### src/rtl/alu_pkg.sv
// Shared types and constants for the ALU issue controller and its register file.
package alu_pkg;

  localparam int unsigned NRegs = 8;
  localparam int unsigned DataW = 8;

  typedef enum logic [2:0] {
    StIdle  = 3'd0,
    StIssue = 3'd1,
    StRead  = 3'd2,
    StExec  = 3'd3,
    StWb    = 3'd4
  } state_e;

  localparam logic [4:0] OpNop   = 5'd0;
  localparam logic [4:0] OpAdd   = 5'd1;
  localparam logic [4:0] OpSub   = 5'd2;
  localparam logic [4:0] OpLleft = 5'd15;
  localparam logic [4:0] OpUadd  = 5'd17;
  localparam logic [4:0] OpUsub  = 5'd18;

  localparam int unsigned ImmBit = 6;

  // Operand byte layout: [7:5] src1, [4:2] src2, [1:0] dest
  localparam int unsigned Wr1Lsb = 5;
  localparam int unsigned Wr2Lsb = 2;
  localparam int unsigned DrLsb  = 0;

endpackage

### src/rtl/regfile_8x8.sv
// 8x8 register file: two operand read ports, one debug read port and one write
// port shared between configuration preload and ALU writeback.
module regfile_8x8
  import alu_pkg::*;
(
  input  logic             clk,
  input  logic             rst_n,
  input  logic             cfg_we,
  input  logic [2:0]       cfg_addr,
  input  logic [DataW-1:0] cfg_data,
  input  logic             wb_we,
  input  logic [2:0]       wb_addr,
  input  logic [DataW-1:0] wb_data,
  input  logic [2:0]       raddr1,
  input  logic [2:0]       raddr2,
  input  logic [2:0]       dbg_sel,
  output logic [DataW-1:0] rdata1,
  output logic [DataW-1:0] rdata2,
  output logic [DataW-1:0] dbg_data
);

  logic [DataW-1:0] regs_q [NRegs];
  logic             we;
  logic [2:0]       waddr;
  logic [DataW-1:0] wdata;

  // Preload and writeback are never active together (IDLE vs WB).
  always_comb begin
    we    = wb_we | cfg_we;
    waddr = wb_we ? wb_addr : cfg_addr;
    wdata = wb_we ? wb_data : cfg_data;
  end

  always_ff @(posedge clk or negedge rst_n) begin
    if (!rst_n) begin
      for (int i = 0; i < NRegs; i++) regs_q[i] <= '0;
    end else if (we) begin
      regs_q[waddr] <= wdata;
    end
  end

  assign rdata1   = regs_q[raddr1];
  assign rdata2   = regs_q[raddr2];
  assign dbg_data = regs_q[dbg_sel];

endmodule

### src/rtl/alu_issue_ctrl.sv
// Issue/writeback sequencer in front of the combinational ALU selector.
// Optional macro ALU_ISSUE_IMMEDIATE_EN: alu_instruct[6] selects the operand byte as data2.
module alu_issue_ctrl
  import alu_pkg::*;
#(
  parameter int unsigned ALU_WAIT = 1
) (
  input  logic       clk,
  input  logic       rst_n,
  input  logic       instr_valid,
  output logic       instr_ready,
  input  logic [7:0] instruct,
  input  logic [7:0] address,
  output logic [7:0] alu_instruct,
  output logic [7:0] alu_address,
  input  logic [2:0] alu_wr1,
  input  logic [2:0] alu_wr2,
  input  logic [1:0] alu_dr,
  output logic [7:0] alu_data1,
  output logic [7:0] alu_data2,
  input  logic [7:0] alu_ans,
  output logic       done,
  output logic       zero_flag,
  output logic       neg_flag,
  input  logic       cfg_we,
  input  logic [2:0] cfg_addr,
  input  logic [7:0] cfg_data,
  input  logic [2:0] dbg_sel,
  output logic [7:0] dbg_data
);

  localparam logic [3:0] WaitInit = 4'(ALU_WAIT - 1);

  state_e     state_q, state_d;
  logic [3:0] cnt_q;
  logic [7:0] instr_q, addr_q, data1_q, data2_q;
  logic       done_q, zero_q, neg_q;
  logic       accept, cfg_wr, wb_we, load_ops;
  logic [7:0] rd1, rd2, op2;

  always_ff @(posedge clk or negedge rst_n) begin
    if (!rst_n) state_q <= StIdle;
    else        state_q <= state_d;
  end

  always_comb begin
    state_d = state_q;
    unique case (state_q)
      StIdle:  if (instr_valid) state_d = StIssue;
      StIssue: state_d = StRead;
      StRead:  state_d = StExec;
      StExec:  if (cnt_q == 4'd0) state_d = StWb;
      StWb:    state_d = StIdle;
      default: state_d = StIdle;
    endcase
  end

  always_comb begin
    instr_ready = (state_q == StIdle);
    accept      = instr_valid & instr_ready;
    cfg_wr      = cfg_we & instr_ready;
    load_ops    = (state_q == StRead);
    // Opcode 0 is a NOP: no register or flag update.
    wb_we       = (state_q == StWb) & (instr_q[4:0] != OpNop);
  end

`ifdef ALU_ISSUE_IMMEDIATE_EN
  assign op2 = instr_q[ImmBit] ? addr_q : rd2;
`else
  assign op2 = rd2;
`endif

  always_ff @(posedge clk or negedge rst_n) begin
    if (!rst_n) begin
      instr_q <= '0;
      addr_q  <= '0;
      data1_q <= '0;
      data2_q <= '0;
      cnt_q   <= '0;
      done_q  <= 1'b0;
      zero_q  <= 1'b0;
      neg_q   <= 1'b0;
    end else begin
      done_q <= (state_q == StWb);
      if (accept) begin
        instr_q <= instruct;
        addr_q  <= address;
      end
      if (load_ops) begin
        data1_q <= rd1;
        data2_q <= op2;
        cnt_q   <= WaitInit;
      end else if (state_q == StExec && cnt_q != 4'd0) begin
        cnt_q <= cnt_q - 4'd1;
      end
      if (wb_we) begin
        zero_q <= (alu_ans == 8'd0);
        neg_q  <= alu_ans[7];
      end
    end
  end

  regfile_8x8 u_regfile (
    .clk      (clk),
    .rst_n    (rst_n),
    .cfg_we   (cfg_wr),
    .cfg_addr (cfg_addr),
    .cfg_data (cfg_data),
    .wb_we    (wb_we),
    .wb_addr  ({1'b0, alu_dr}),
    .wb_data  (alu_ans),
    .raddr1   (alu_wr1),
    .raddr2   (alu_wr2),
    .dbg_sel  (dbg_sel),
    .rdata1   (rd1),
    .rdata2   (rd2),
    .dbg_data (dbg_data)
  );

  assign alu_instruct = instr_q;
  assign alu_address  = addr_q;
  assign alu_data1    = data1_q;
  assign alu_data2    = data2_q;
  assign done         = done_q;
  assign zero_flag    = zero_q;
  assign neg_flag     = neg_q;

endmodule

### config.mk
export PLATFORM = sky130hd
export DESIGN_NAME = alu_issue_ctrl
export DESIGN_NICKNAME = d
export VERILOG_FILES = /design/src/rtl/alu_pkg.sv /design/src/rtl/regfile_8x8.sv /design/src/rtl/alu_issue_ctrl.sv
export SDC_FILE = /design/constraint.sdc
export NUM_CORES = 1
export LEC_CHECK = 0
export ABC_CLOCK_PERIOD_IN_PS = 3400
export CORE_MARGIN = 2
export CORE_UTILIZATION = 50
export DETAILED_ROUTE_END_ITERATION = 6
export PLACE_DENSITY = 0.75
export SLEW_MARGIN = 40
export SYNTH_ARGS = -nofsm -noshare
export SYNTH_HDL_FRONTEND = slang
export SYNTH_HIERARCHICAL = 1
export SYNTH_SLANG_ARGS = --single-unit
export TNS_END_PERCENT = 20
### constraint.sdc
create_clock -name clk -period 3.4 [get_ports clk]
set_input_delay 0.68 -clock clk [delete_from_list [all_inputs] [get_ports clk]]
set_output_delay 0.68 -clock clk [all_outputs]
set_load 0.01 [all_outputs]
==> metrics.txt, run 1 <==
Pins Over Slew Limit=0; CP max-delay cell=clkdlybuf4s50_1; Worst EP required=2720 ps; IO Pins=94; Synth Warn #=6; Peak Freq=321 MHz; CP top delay family=buffers and inverters; Core Footprint=11500 um2; RR Endpoint=u_regfile/regs_q[28]; Top FF cell, synth=dfrtp_1; R2R cell count=6; Port Buffers=93; Worst R2R Start=alu_instruct[0]; Die ar.=12700 um2; filler instances=852; clock sink total=106; Synth area leader=dfrtp_1; ANT nets after route=0; most frequent CP cell=clkdlybuf4s50_1; synth top area cells=dfrtp_1, mux2_2, mux4_2; critical path cell sequence=clkdlybuf4s50_1, buf_12, mux4_2, mux2_2, clkdlybuf4s50_1; TritonCTS Buffers=9; detailed-route wire length per cell=22.8 um; Post-synth EDFFs=0; area delta synth->final=23.5%; synth unique cells=37; Seq pwr share=40.2%; Combinational Power Share=43.2%; final design utilization=63.6%; post-route minimum period=3110 ps; Synth top area share=44.9%; initial DRC count=155; switching power total=1.82 mW; Max FO, Critical Path=16; clock root cell=clkbuf_16; internal power=4.06 mW; Clk pwr share=16.6%; row cnt=39; Tcrit/Tclk final=91.5%; cells after synthesis=366; Slew HR=51.8%; Hold Buf Count CTS=0; antenna violations before repair=0; maximum VDD drop=0.000429 V; WP depth=5; flops & latches, synth=106; Crit. Startpoint=dbg_sel[1]; DIE WIDTH=113 um; first-pass GRT wire length=22000 um; total gr overflow=0; Maximum Capacitance Violations=0; largest net degree at the start of global routing=57; Final nets=513; n_diodes=0; Final Setup Violations=0; CTS Buffer Depth=2; synthesized cell area=5900 um2; RSZ-0062 raised after global routing=false; first drt pass iteration count=4; Power Dens Cells=808 nW/um2; type of origin of the critical path=input port; Seq/Total Area, Yosys=44.9%; Clk Latency, worst-skew pair=340 ps; Initial Util=51.5%; Least-Margin Pin Slew=724 ps; GRT Overall Usage=22.8%; layout cells sized above 1=45.3%; Final Hold Vio Count=0; syn_area_per_cell=16.1 um2; async set or reset register ratio after synthesis=100%; post-DR vias/cell=6.00; CTS tree=built; Chip Height=113 um; DRC violations left=0; sw frac=31.0%; Setup crit end=dbg_data[7]; number of global-route vias before repair=3840; Worst Path Arrival=2430 ps; clock skew=8.84 ps; H-tree levels=3; Hold Slack=386 ps; reg-to-reg setup timing slack=340 ps; critical path's largest stage delay=500 ps; clock slew at reported path FFs=70 ps; Hold/Removal Path Class=in2async; RePlAce Congestion=0.795; Crit Path Category=in2out; DR vias=3653; Total Routed Length=13900 um; HPWL Detailed=9080 um; CP endpoint kind=output pin; Pleak=2.95 nW; status=finished clean; WP buf/inv=3
## how the worst min path moves through the flow
stage,end,slack [ps],cells past startpoint,startpoint
floorplan,alu_address[0],380,0,rst_n
global placement,alu_address[6],470,1,alu_address[6]
detailed placement,alu_instruct[6],480,1,alu_instruct[6]
CTS,alu_instruct[7],410,1,rst_n
global route,alu_instruct[4],440,1,rst_n
finish,alu_instruct[4],390,1,rst_n
## layer usage
layer	track usage [%]	vias up	wire length (um)
li1	-	1623	-
met1	32.9	1908	5950
met2	36.7	107	7030
met3	2.21	15	705
met4	7.89	0	177
met5	0	-	0
## cells in the final DEF, fill, tap and decap left out, types with 3 or more instances in the layout
cell             netlist  routed
nand2_1                3       3
mux2_1                 9       9
or3_1                  4       4
mux4_2                48      48
conb_1                 1       4
clkbuf_16              0      10
o21ai_0                3       3
dfrtp_1              106     106
mux2_4                 9       9
mux2_2               111     111
buf_12                 1       3
buf_4                  2       9
a21oi_1                3       3
inv_1                  4       4
clkdlybuf4s50_1        0      90
a22oi_4                8       8
nand3b_1               3       3
nor3b_1                4       3
## cell families (layout without fill, tap and decap cells)
logic type	after synthesis	count (layout)	synth area share, %
multiplexers	179	179	43.8
flip-flops	106	106	44.9
AND/OR/NAND/NOR	32	32	3.92
buffers and inverters	28	125	2.86
AO/OA/AOI/OAI	17	17	3.79
adder cells (fa/ha/maj)	2	2	0.424
other	1	4	0.0635
XOR/XNOR	1	1	0.148
## through the flow
stage / setup WS [ps] / TNS [ps] / std cells / cell area, um2 / total power, mW
2_1_floorplan: 705 / 0 / 369 / 5910 / 3.91
5_1_grt: 214 / 0 / 609 / 7290 / 6.21
3_3_place_gp: 41.1 / 0 / 591 / 6980 / 4.84
6_report: 288 / 0 / 609 / 7290 / 5.89
3_5_place_dp: -9.73 / -9.73 / 591 / 6980 / 4.93
4_1_cts: 37.6 / 0 / 607 / 7250 / 5.92
## cell usage after synthesis, types with 4 or more instances
cell	n
a22oi_4	8
buf_1	6
buf_2	8
buf_6	4
dfrtp_1	106
inv_1	4
mux2_1	9
mux2_2	111
mux2_4	9
mux4_2	48
nor3b_1	4
or3_1	4
## registers in the layout, indices dropped and copies added (netlist names)
register	flops
alu_instruct	8
zero_flag	1
alu_address	8
alu_data1	8
u_regfile/regs_q	64
state_q	3
alu_data2	8
cnt_q	4
done	1
neg_flag	1
## power by group through the flow
| stage | Combinational [mW] | Sequential, mW | Clock [mW] |
|---|---|---|---|
| floorplan | 1.65 | 2.26 | 0 |
| global placement | 2.51 | 2.32 | 0 |
| detailed placement | 2.56 | 2.37 | 0 |
| CTS | 2.57 | 2.35 | 0.996 |
| global route | 2.70 | 2.46 | 1.04 |
| finish | 2.54 | 2.37 | 0.978 |
## layout make-up
class	count	area (um2)	area share [%]
clock buffer	12	246	3.38
clock inverter	4	26.3	0.360
inverter	4	15.0	0.206
multi-input combinational	235	3100	42.5
sequential	106	2650	36.4
tap	143	179	2.45
timing repair buffer	105	1070	14.7
## timing repair
| action | in CTS | in global routing |
|---|---|---|
| buffers inserted | 0 | 1 |
| gates resized for setup | 1 | 1 |
| hold endpoints to repair | 0 | 0 |
| gates cloned | 0 | 1 |
| setup endpoints to repair | 1 | 4 |
No activity file was read; power rests on OpenSTA's default activity.
==> inputs of run 2 (changes only) <==
--- a/config.mk
+++ b/config.mk
@@ -5,10 +5,11 @@
 export SDC_FILE = /design/constraint.sdc
 export NUM_CORES = 1
 export LEC_CHECK = 0
-export ABC_CLOCK_PERIOD_IN_PS = 3400
+export ABC_CLOCK_PERIOD_IN_PS = 3680
 export CORE_MARGIN = 2
 export CORE_UTILIZATION = 50
 export DETAILED_ROUTE_END_ITERATION = 6
+export GPL_TIMING_DRIVEN = 0
 export PLACE_DENSITY = 0.75
 export SLEW_MARGIN = 40
 export SYNTH_ARGS = -nofsm -noshare
==> constraint.sdc (replaced) <==
create_clock -name clk -period 3.68 [get_ports clk]
set_input_delay 0.736 -clock clk [delete_from_list [all_inputs] [get_ports clk]]
set_output_delay 0.736 -clock clk [all_outputs]
set_load 0.01 [all_outputs]
==> metrics.txt, run 2 (synthesis results as in run 1) <==
status=finished clean (unchanged); Hold/Removal Path Class=in2async (unchanged); filler instances=845 (was 852); DR WL met3=942 um (was 705 um); DRC violations left=0 (unchanged); clock slew at reported path FFs=70 ps (about the same); Setup WS post-layout=134 ps (was 288 ps); commonest non-fill, non-tap cells in the layout=mux2_2, dfrtp_1, clkdlybuf4s50_1 (unchanged); Crit Path Category=in2out (unchanged); met2 WL=7010 um (was 7030 um); post-route minimum period=3550 ps; detailed-route wire length per cell=23.7 um (was 22.8 um); type of origin of the critical path=input port (unchanged); area delta synth->final=23.8% (was 23.5%); antenna violations before repair=0 (unchanged); RePlAce Congestion=0.817 (was 0.795); multi-input logic area=3100 um2 (unchanged); Worst Path Arrival=2810 ps (was 2430 ps); RSZ-0062 raised after global routing=false (unchanged); first-pass GRT wire length=23000 um (was 22000 um); Final nets=517 (was 513); postcts setup bufs=0 (unchanged); GRT Overall Usage=24.3% (was 22.8%); CP endpoint kind=output pin (unchanged); Die ar.=12700 um2 (unchanged); HPWL Detailed=9880 um (was 9080 um); Core Footprint=11500 um2 (unchanged); Reg with most FFs=u_regfile/regs_q (unchanged); first drt pass iteration count=4 (unchanged); Clk Latency, worst-skew pair=350 ps (was 340 ps); Total Power=5.62 mW (was 5.89 mW); Final Hold Vio Count=0 (unchanged); pre-CTS setup slack=-85.9 ps (was -9.73 ps); clock sink total=106 (unchanged); IO Pins=94 (unchanged); largest net degree at the start of global routing=61 (was 57); Port Buffers=84 (was 93); DIE WIDTH=113 um (unchanged); Max FO, Critical Path=10 (was 16); non-filler cells, final=613 (was 609); Peak Freq=282 MHz; Max Used Layer=met4 (unchanged); number of global-route vias before repair=4015 (was 3840); Pleak=2.96 nW (was 2.95 nW); H-tree levels=3 (unchanged); CTS Buffer Depth=2 (unchanged); Met1 Wirelength=6170 um (was 5950 um); Least-Margin Pin Slew=801 ps (was 724 ps); initial DRC count=248 (was 155); DR vias=3757 (was 3653); TritonCTS Buffers=9 (unchanged); row cnt=39 (unchanged); Final Setup Violations=0 (unchanged); maximum VDD drop=0.000466 V (was 0.000429 V); Maximum Capacitance Violations=0 (unchanged); clock root cell=clkbuf_16 (unchanged); cts repair resizes=1 (unchanged); Tcrit/Tclk final=96.3%; Reg area=2650 um2 (unchanged); Slew HR=46.6% (was 51.8%); Total Routed Length=14500 um (was 13900 um); n_diodes=0 (unchanged); total gr overflow=0 (unchanged); ANT nets after route=0 (unchanged); Power Dens Cells=769 nW/um2 (was 808 nW/um2); Hold Buf Count CTS=0 (unchanged); clock skew=6.42 ps (was 8.84 ps); Largest register FFs=64 (unchanged); Pins Over Slew Limit=0 (unchanged); Initial Util=51.5% (unchanged); Chip Height=113 um (unchanged); Post-Place Cells=597 (was 591); post-DR vias/cell=6.13 (was 6.00); CTS tree=built (unchanged); most common cell after layout, fill and taps aside=mux2_2 (unchanged); Worst EP required=2940 ps (was 2720 ps); layout cells sized above 1=46.0% (was 45.3%)
[run 2: changes by cell type in the layout (fill, tap and decap cells not counted), moves of 2 or more]
cell / delta
buf_2: +8
buf_4: -7
clkdlybuf4s50_1: -7
buf_1: +6
buf_6: +4
bufinv_16: +3
buf_12: -2
[run 2: layout make-up]
class                      instances  share of cell area, %
multi-input combinational        235                   42.4
clock buffer                      10                   3.13
clock inverter                     6                   1.44
sequential                       106                   36.3
timing repair buffer              85                   12.0
inverter                           4                  0.206
buffer                            24                   2.12
tap                              143                   2.45
[run 2: worst max-delay path: stages]
cell and delay [ps]:
buf_1 470, clkbuf_2 450, mux4_2 380, mux2_2 270
clkdlybuf4s50_1 490
[run 2: power by group]
group          internal (mW)  switching (mW)
logic                   1.56           0.850
registers               1.69           0.414
clock network          0.662           0.433
[run 2: path summary, 6_finish.rpt]
check | from | end | slack (ps) | depth (start not counted)
worst min register to register | alu_instruct[5] | alu_instruct[5] | 490 | 1
worst min-delay path | rst_n | alu_instruct[5] | 270 | 1
worst max register to register | alu_instruct[0] | u_regfile/regs_q[26] | 850 | 7
worst max-delay path | dbg_sel[1] | dbg_data[7] | 130 | 5
max in group asynchronous | rst_n | alu_data2[7] | 2800 | 2
min in group clk | alu_instruct[5] | alu_instruct[5] | 490 | 1
[run 2: metrics by stage]
| stage | setup TNS (ps) | cell area (um2) | util [%] | hold WS [ps] |
|---|---|---|---|---|
| after floorplan | 0 | 5910 | - | 440 |
| after CTS | 0 | 7300 | 63.7 | 281 |
| final | 0 | 7310 | 63.7 | 273 |
| after global routing | 0 | 7310 | 63.7 | 293 |
| after detailed placement | -495 | 6970 | 60.7 | 478 |
| after global placement | -219340 | 6930 | 60.5 | 471 |
[run 2: metal layers]
metal  vias to the layer above  global-route usage [%]
met4                         0                    10.0
li1                       1622                       -
met1                      1992                    34.7
met5                         -                       0
met3                        25                    4.00
met2                       118                    37.6
==> inputs of run 3 (changes only) <==
--- a/config.mk
+++ b/config.mk
@@ -6,11 +6,13 @@
 export NUM_CORES = 1
 export LEC_CHECK = 0
 export ABC_CLOCK_PERIOD_IN_PS = 3680
+export CELL_PAD_IN_SITES_DETAIL_PLACEMENT = 0
+export CELL_PAD_IN_SITES_GLOBAL_PLACEMENT = 1
 export CORE_MARGIN = 2
-export CORE_UTILIZATION = 50
+export CORE_UTILIZATION = 49
 export DETAILED_ROUTE_END_ITERATION = 6
 export GPL_TIMING_DRIVEN = 0
-export PLACE_DENSITY = 0.75
+export PLACE_DENSITY_LB_ADDON = 0.1
 export SLEW_MARGIN = 40
 export SYNTH_ARGS = -nofsm -noshare
 export SYNTH_HDL_FRONTEND = slang
==> metrics.txt, run 3 (synthesis results as in run 1) <==
maximum VDD drop=0.000402 V (was 0.000466 V); setup TNS=0 ps (unchanged); switching power total=1.67 mW (was 1.70 mW); IO Pins=94 (unchanged); n_diodes=0 (unchanged); Final Setup Violations=0 (unchanged); clock sink total=106 (unchanged); DRC violations left=0 (unchanged); clock slew at reported path FFs=70 ps (about the same); initial DRC count=178 (was 248); first-pass GRT wire length=22100 um (was 23000 um); Worst EP required=2940 ps (about the same); CTS Buffer Depth=2 (unchanged); Hold Buf Count CTS=0 (unchanged); first drt pass iteration count=4 (unchanged); CP top delay family=buffers and inverters (unchanged); sw frac=30.3% (was 30.2%); Port Buffers=84 (unchanged); Worst Path Arrival=2790 ps (was 2810 ps); most common cell after layout, fill and taps aside=mux2_2 (unchanged); HPWL Detailed=9880 um (about the same); Pleak=2.94 nW (was 2.96 nW); reg-to-reg setup timing slack=820 ps (was 850 ps); Final nets=517 (unchanged); CP endpoint kind=output pin (unchanged); Max FO, Critical Path=10 (unchanged); Largest register FFs=64 (unchanged); clock skew=7.43 ps (was 6.42 ps); multi-input logic area=3100 um2 (unchanged); Maximum Capacitance Violations=0 (unchanged); total gr overflow=0 (unchanged); Core Footprint=11900 um2 (was 11500 um2); RSZ-0062 raised after global routing=false (unchanged); Power Dens Cells=757 nW/um2 (was 769 nW/um2); CP max-delay cell=mux4_2 (was clkdlybuf4s50_1); ANT nets after route=0 (unchanged); Slew HR=46.1% (was 46.6%); Initial Util=49.8% (was 51.5%); Chip Height=114 um (was 113 um); Clk Latency, worst-skew pair=350 ps (about the same); Hold/Removal Path Class=in2async (unchanged); Combinational Power Share=43.4% (was 43.0%); DR vias=3641 (was 3757); Seq pwr share=37.9% (was 37.5%); filler instances=939 (was 845); largest net degree at the start of global routing=55 (was 61); most frequent CP cell=buf_2; post-DR vias/cell=5.90 (was 6.13); H-tree levels=3 (unchanged); type of origin of the critical path=input port (unchanged); pre-CTS setup slack=-20.8 ps (was -85.9 ps); commonest non-fill, non-tap cells in the layout=mux2_2, dfrtp_1, clkdlybuf4s50_1 (unchanged); area delta synth->final=23.6% (was 23.8%); Reg with most FFs=u_regfile/regs_q (unchanged); critical path's largest stage delay=560 ps (was 490 ps); GRT Overall Usage=23.4% (was 24.3%); Least-Margin Pin Slew=809 ps (was 801 ps); Pins Over Slew Limit=0 (unchanged); row cnt=40 (was 39); status=finished clean (unchanged); Die ar.=12900 um2 (was 12700 um2); Clk pwr share=18.7% (was 19.5%); Crit Path Category=in2out (unchanged); final design utilization=61.5% (was 63.7%); critical path cell sequence=buf_2, buf_2, mux4_2, mux2_2, clkdlybuf4s50_1 (was buf_1, clkbuf_2, mux4_2, mux2_2, clkdlybuf4s50_1); WP buf/inv=3 (unchanged); Setup WS post-layout=152 ps (was 134 ps); layout cells sized above 1=46.0% (unchanged); Final Hold Vio Count=0 (unchanged); antenna violations before repair=0 (unchanged); detailed-route wire length per cell=22.9 um (was 23.7 um); Peak Freq=283 MHz (was 282 MHz); clock root cell=clkbuf_16 (unchanged); post-route minimum period=3530 ps (was 3550 ps); TritonCTS Buffers=9 (unchanged); RePlAce Congestion=0.825 (was 0.817); CTS tree=built (unchanged); Hold Slack=297 ps (was 273 ps); internal power=3.85 mW (was 3.92 mW); number of global-route vias before repair=3845 (was 4015); Total Routed Length=14100 um (was 14500 um); Reg area=2650 um2 (unchanged); Tcrit/Tclk final=95.9% (was 96.3%); DIE WIDTH=114 um (was 113 um)
==> run 3: worst paths after layout <==
kind	start	endpoint	depth (start not counted)
min	rst_n	cnt_q[3]	1
max reg2reg	alu_instruct[0]	u_regfile/regs_q[52]	7
max	dbg_sel[0]	dbg_data[2]	5
min reg2reg	alu_instruct[7]	alu_instruct[7]	1
max in group asynchronous	rst_n	alu_data1[3]	2
min in group clk	alu_instruct[7]	alu_instruct[7]	1
==> run 3: layer usage <==
layer	global-route usage (%)	vias up	routed length, um	share of wire, %
li1	-	1617	-	-
met4	4.96	0	91	0.64
met1	31.5	1932	6130	43
met5	0	-	0	0
met3	5.10	11	599	4.2
met2	39.6	81	7330	52
==> run 3: repair_timing <==
action                     in CTS  in global routing
setup endpoints to repair       6                  0
buffers inserted                0                  0
resized for setup               1                  0
==> run 3: power by group through the flow <==
stage	registers (mW)	clock network (mW)	logic (mW)
floorplan	2.09	0	1.53
global placement	2.06	0	2.38
detailed placement	2.11	0	2.42
CTS	2.09	1.06	2.43
global route	2.17	1.11	2.56
finish	2.09	1.03	2.40
==> run 3: cell type report <==
class,count,area share [%]
timing repair buffer,85,12.0
sequential,106,36.4
clock buffer,10,3.14
multi-input combinational,235,42.4
clock inverter,6,1.25
buffer,24,2.13
inverter,4,0.206
tap,147,2.52
==> run 3: stage by stage <==
stage	total power, mW	instance area [um2]	instances
floorplan	3.61	5910	369
global placement	4.44	6940	600
detailed placement	4.53	6970	601
CTS	5.58	7290	617
global route	5.83	7300	617
finish	5.53	7300	617
==> patch: new RTL, config.mk and constraints of run 1 <==
Register the input `cfg_addr` before use, without a reset. The logic sees it one clock later. The other inputs are not delayed to match.
--- a/src/rtl/alu_issue_ctrl.sv
+++ b/src/rtl/alu_issue_ctrl.sv
@@ -30,6 +30,12 @@
 );
 
   localparam logic [3:0] WaitInit = 4'(ALU_WAIT - 1);
+
+  logic [2:0] cfg_addr_q;
+
+  always_ff @(posedge clk) begin
+    cfg_addr_q <= cfg_addr;
+  end
 
   state_e     state_q, state_d;
   logic [3:0] cnt_q;
@@ -104,7 +110,7 @@
     .clk      (clk),
     .rst_n    (rst_n),
     .cfg_we   (cfg_wr),
-    .cfg_addr (cfg_addr),
+    .cfg_addr (cfg_addr_q),
     .cfg_data (cfg_data),
     .wb_we    (wb_we),
     .wb_addr  ({1'b0, alu_dr}),
Function: changed (Yosys sat finds a counterexample within 4 cycles, from zero or initial values and one cycle with rst_n low).
==> patch against run 1 <==
  * Power grew 3.8%
  * Synthesized cell count grew 0.55%
  * Global-route usage shrank 0.067 points
  * Critical path depth is the same
  * Cell area grew 1.8%
  * Sequential cell count grew 3
  * Setup slack lost 0.23 ns
  * Count of clock-buffer cells in the layout grew 1
  * Cell count grew 0.49%
  * Routed wire length shrank 2.8%
  * Core utilization grew 0.58 points
  * First-iteration DRC count shrank 21%
  * Area after synthesis grew 1.3%
  * Critical path type unchanged
==> patch: results <==
{
  "synthArstFlopShare": 0.972,
  "r2r_cells": 7,
  "clk_path_buf_depth": 2,
  "synthTopCellsByArea": "dfrtp_1 (44%), mux2_2 (22%), mux4_2 (18%)",
  "place.gp.congestion": 0.803,
  "antenna_found_initial": 0,
  "endpoint": "dbg_data[5]",
  "diodes": 0,
  "status": "finished, final reports clean",
  "p_leak_nw": 3.01,
  "slowest_delay_ns": 0.51,
  "largest-register": "u_regfile/regs_q",
  "reg2reg_from": "alu_instruct[0]",
  "irDropWorstVdd_uv": 415,
  "ys_seq_area_frac": 0.454,
  "portBuffers": 93,
  "intPower_mw": 4.29,
  "track_usage": 0.228,
  "grt_max_degree": 107,
  "drive_above_1_share": 0.478,
  "drt-pass1-iter-count": 4,
  "numCtsBuffers": 9,
  "critical-path-top-delay-family": "buffers and inverters",
  "cp.arrival_ns": 2.66,
  "synth_ff_type": "dfrtp_1",
  "cts_root_buf": "clkbuf_16",
  "drt_first_iter_violations": 123,
  "post-route-period-util": 0.984,
  "layout.nets": 516,
  "drcViolationCount": 0,
  "fin_skew_ns": 0.00536,
  "via_count": 3651,
  "slowest_stage": "clkdlybuf4s50_1",
  "pre_cts_ws_ns": 0.0154,
  "clkLatencyLatePin_ns": 0.35,
  "crit_fanout": 15,
  "synth_most_common_cell": "mux2_2",
  "ys_warn_count": 6,
  "largest_register_ffs": 64,
  "r2r_end": "u_regfile/regs_q[58]",
  "grt_pass1_wl_um": 21800,
  "min_path_type": "in -> async",
  "slew_headroom": 0.536,
  "place_hpwl_um": 8850,
  "rrSetupSlack_ns": 0.33,
  "synthDistinctLibCells": 42,
  "synth_common_cells": "mux2_2 (118), dfrtp_1 (106), mux4_2 (48), buf_2 (11), mux2_4 (10)",
  "wl_per_cell_um": 22.0,
  "first_global_vias": 3892,
  "cp-startpoint": "dbg_sel[0]"
}
[patch: per-stage QoR]
step	hold WS, ns	instance area [sq um]	cells	power [mW]
global placement	0.478	7080	595	4.89
finish	0.367	7420	612	6.11
floorplan	0.384	5990	371	4.03
CTS	0.421	7410	611	6.14
global route	0.434	7420	612	6.44
detailed placement	0.495	7080	595	4.98
[patch: power groups by stage]
stage                     Clock, mW  Combinational, mW  Sequential (mW)
after floorplan                   0               1.68             2.35
after global placement            0               2.52             2.37
after detailed placement          0               2.56             2.42
after CTS                      1.17               2.58             2.40
after global routing           1.22               2.72             2.50
final                          1.15               2.55             2.41
[patch: timing repair]
action | CTS | global route
gates resized for setup | 1 | 1
endpoints found under the setup margin | 1 | 4
hold buffers | 0 | 0
gates cloned | 0 | 0
setup buffers | 0 | 1
[patch: logic make-up (layout without fill, tap and decap cells)]
kind of cell / count (synthesis) / in the layout / synth area share
muxes: 179 / 179 / 0.434
DFF: 109 / 109 / 0.454
and+or+nand+nor: 31 / 31 / 0.0427
buffers and inverters: 28 / 126 / 0.0251
AOI/OAI and AO/OA: 17 / 17 / 0.0381
adders and majority gates: 2 / 2 / 0.00419
other: 1 / 4 / 0.000628
xor gates and xnor gates: 1 / 1 / 0.00147
[patch: cell type report]
cell class / count / area [sq um]
sequential: 109 / 2710
tap: 143 / 179
multi-input combinational: 234 / 3120
fill: 872 / 4150
inverter: 5 / 18.8
timing repair buffer: 105 / 1060
clock inverter: 3 / 67.6
clock buffer: 13 / 260
[patch: layer usage]
layer  wire (um)  vias to the layer above  share of wire  track usage
met5           0                        -              0            0
met4         290                        0          0.022       0.0870
met3         592                       20          0.044       0.0402
met2        6980                      103           0.52        0.380
met1        5620                     1905           0.42        0.300
li1            -                     1623              -            -
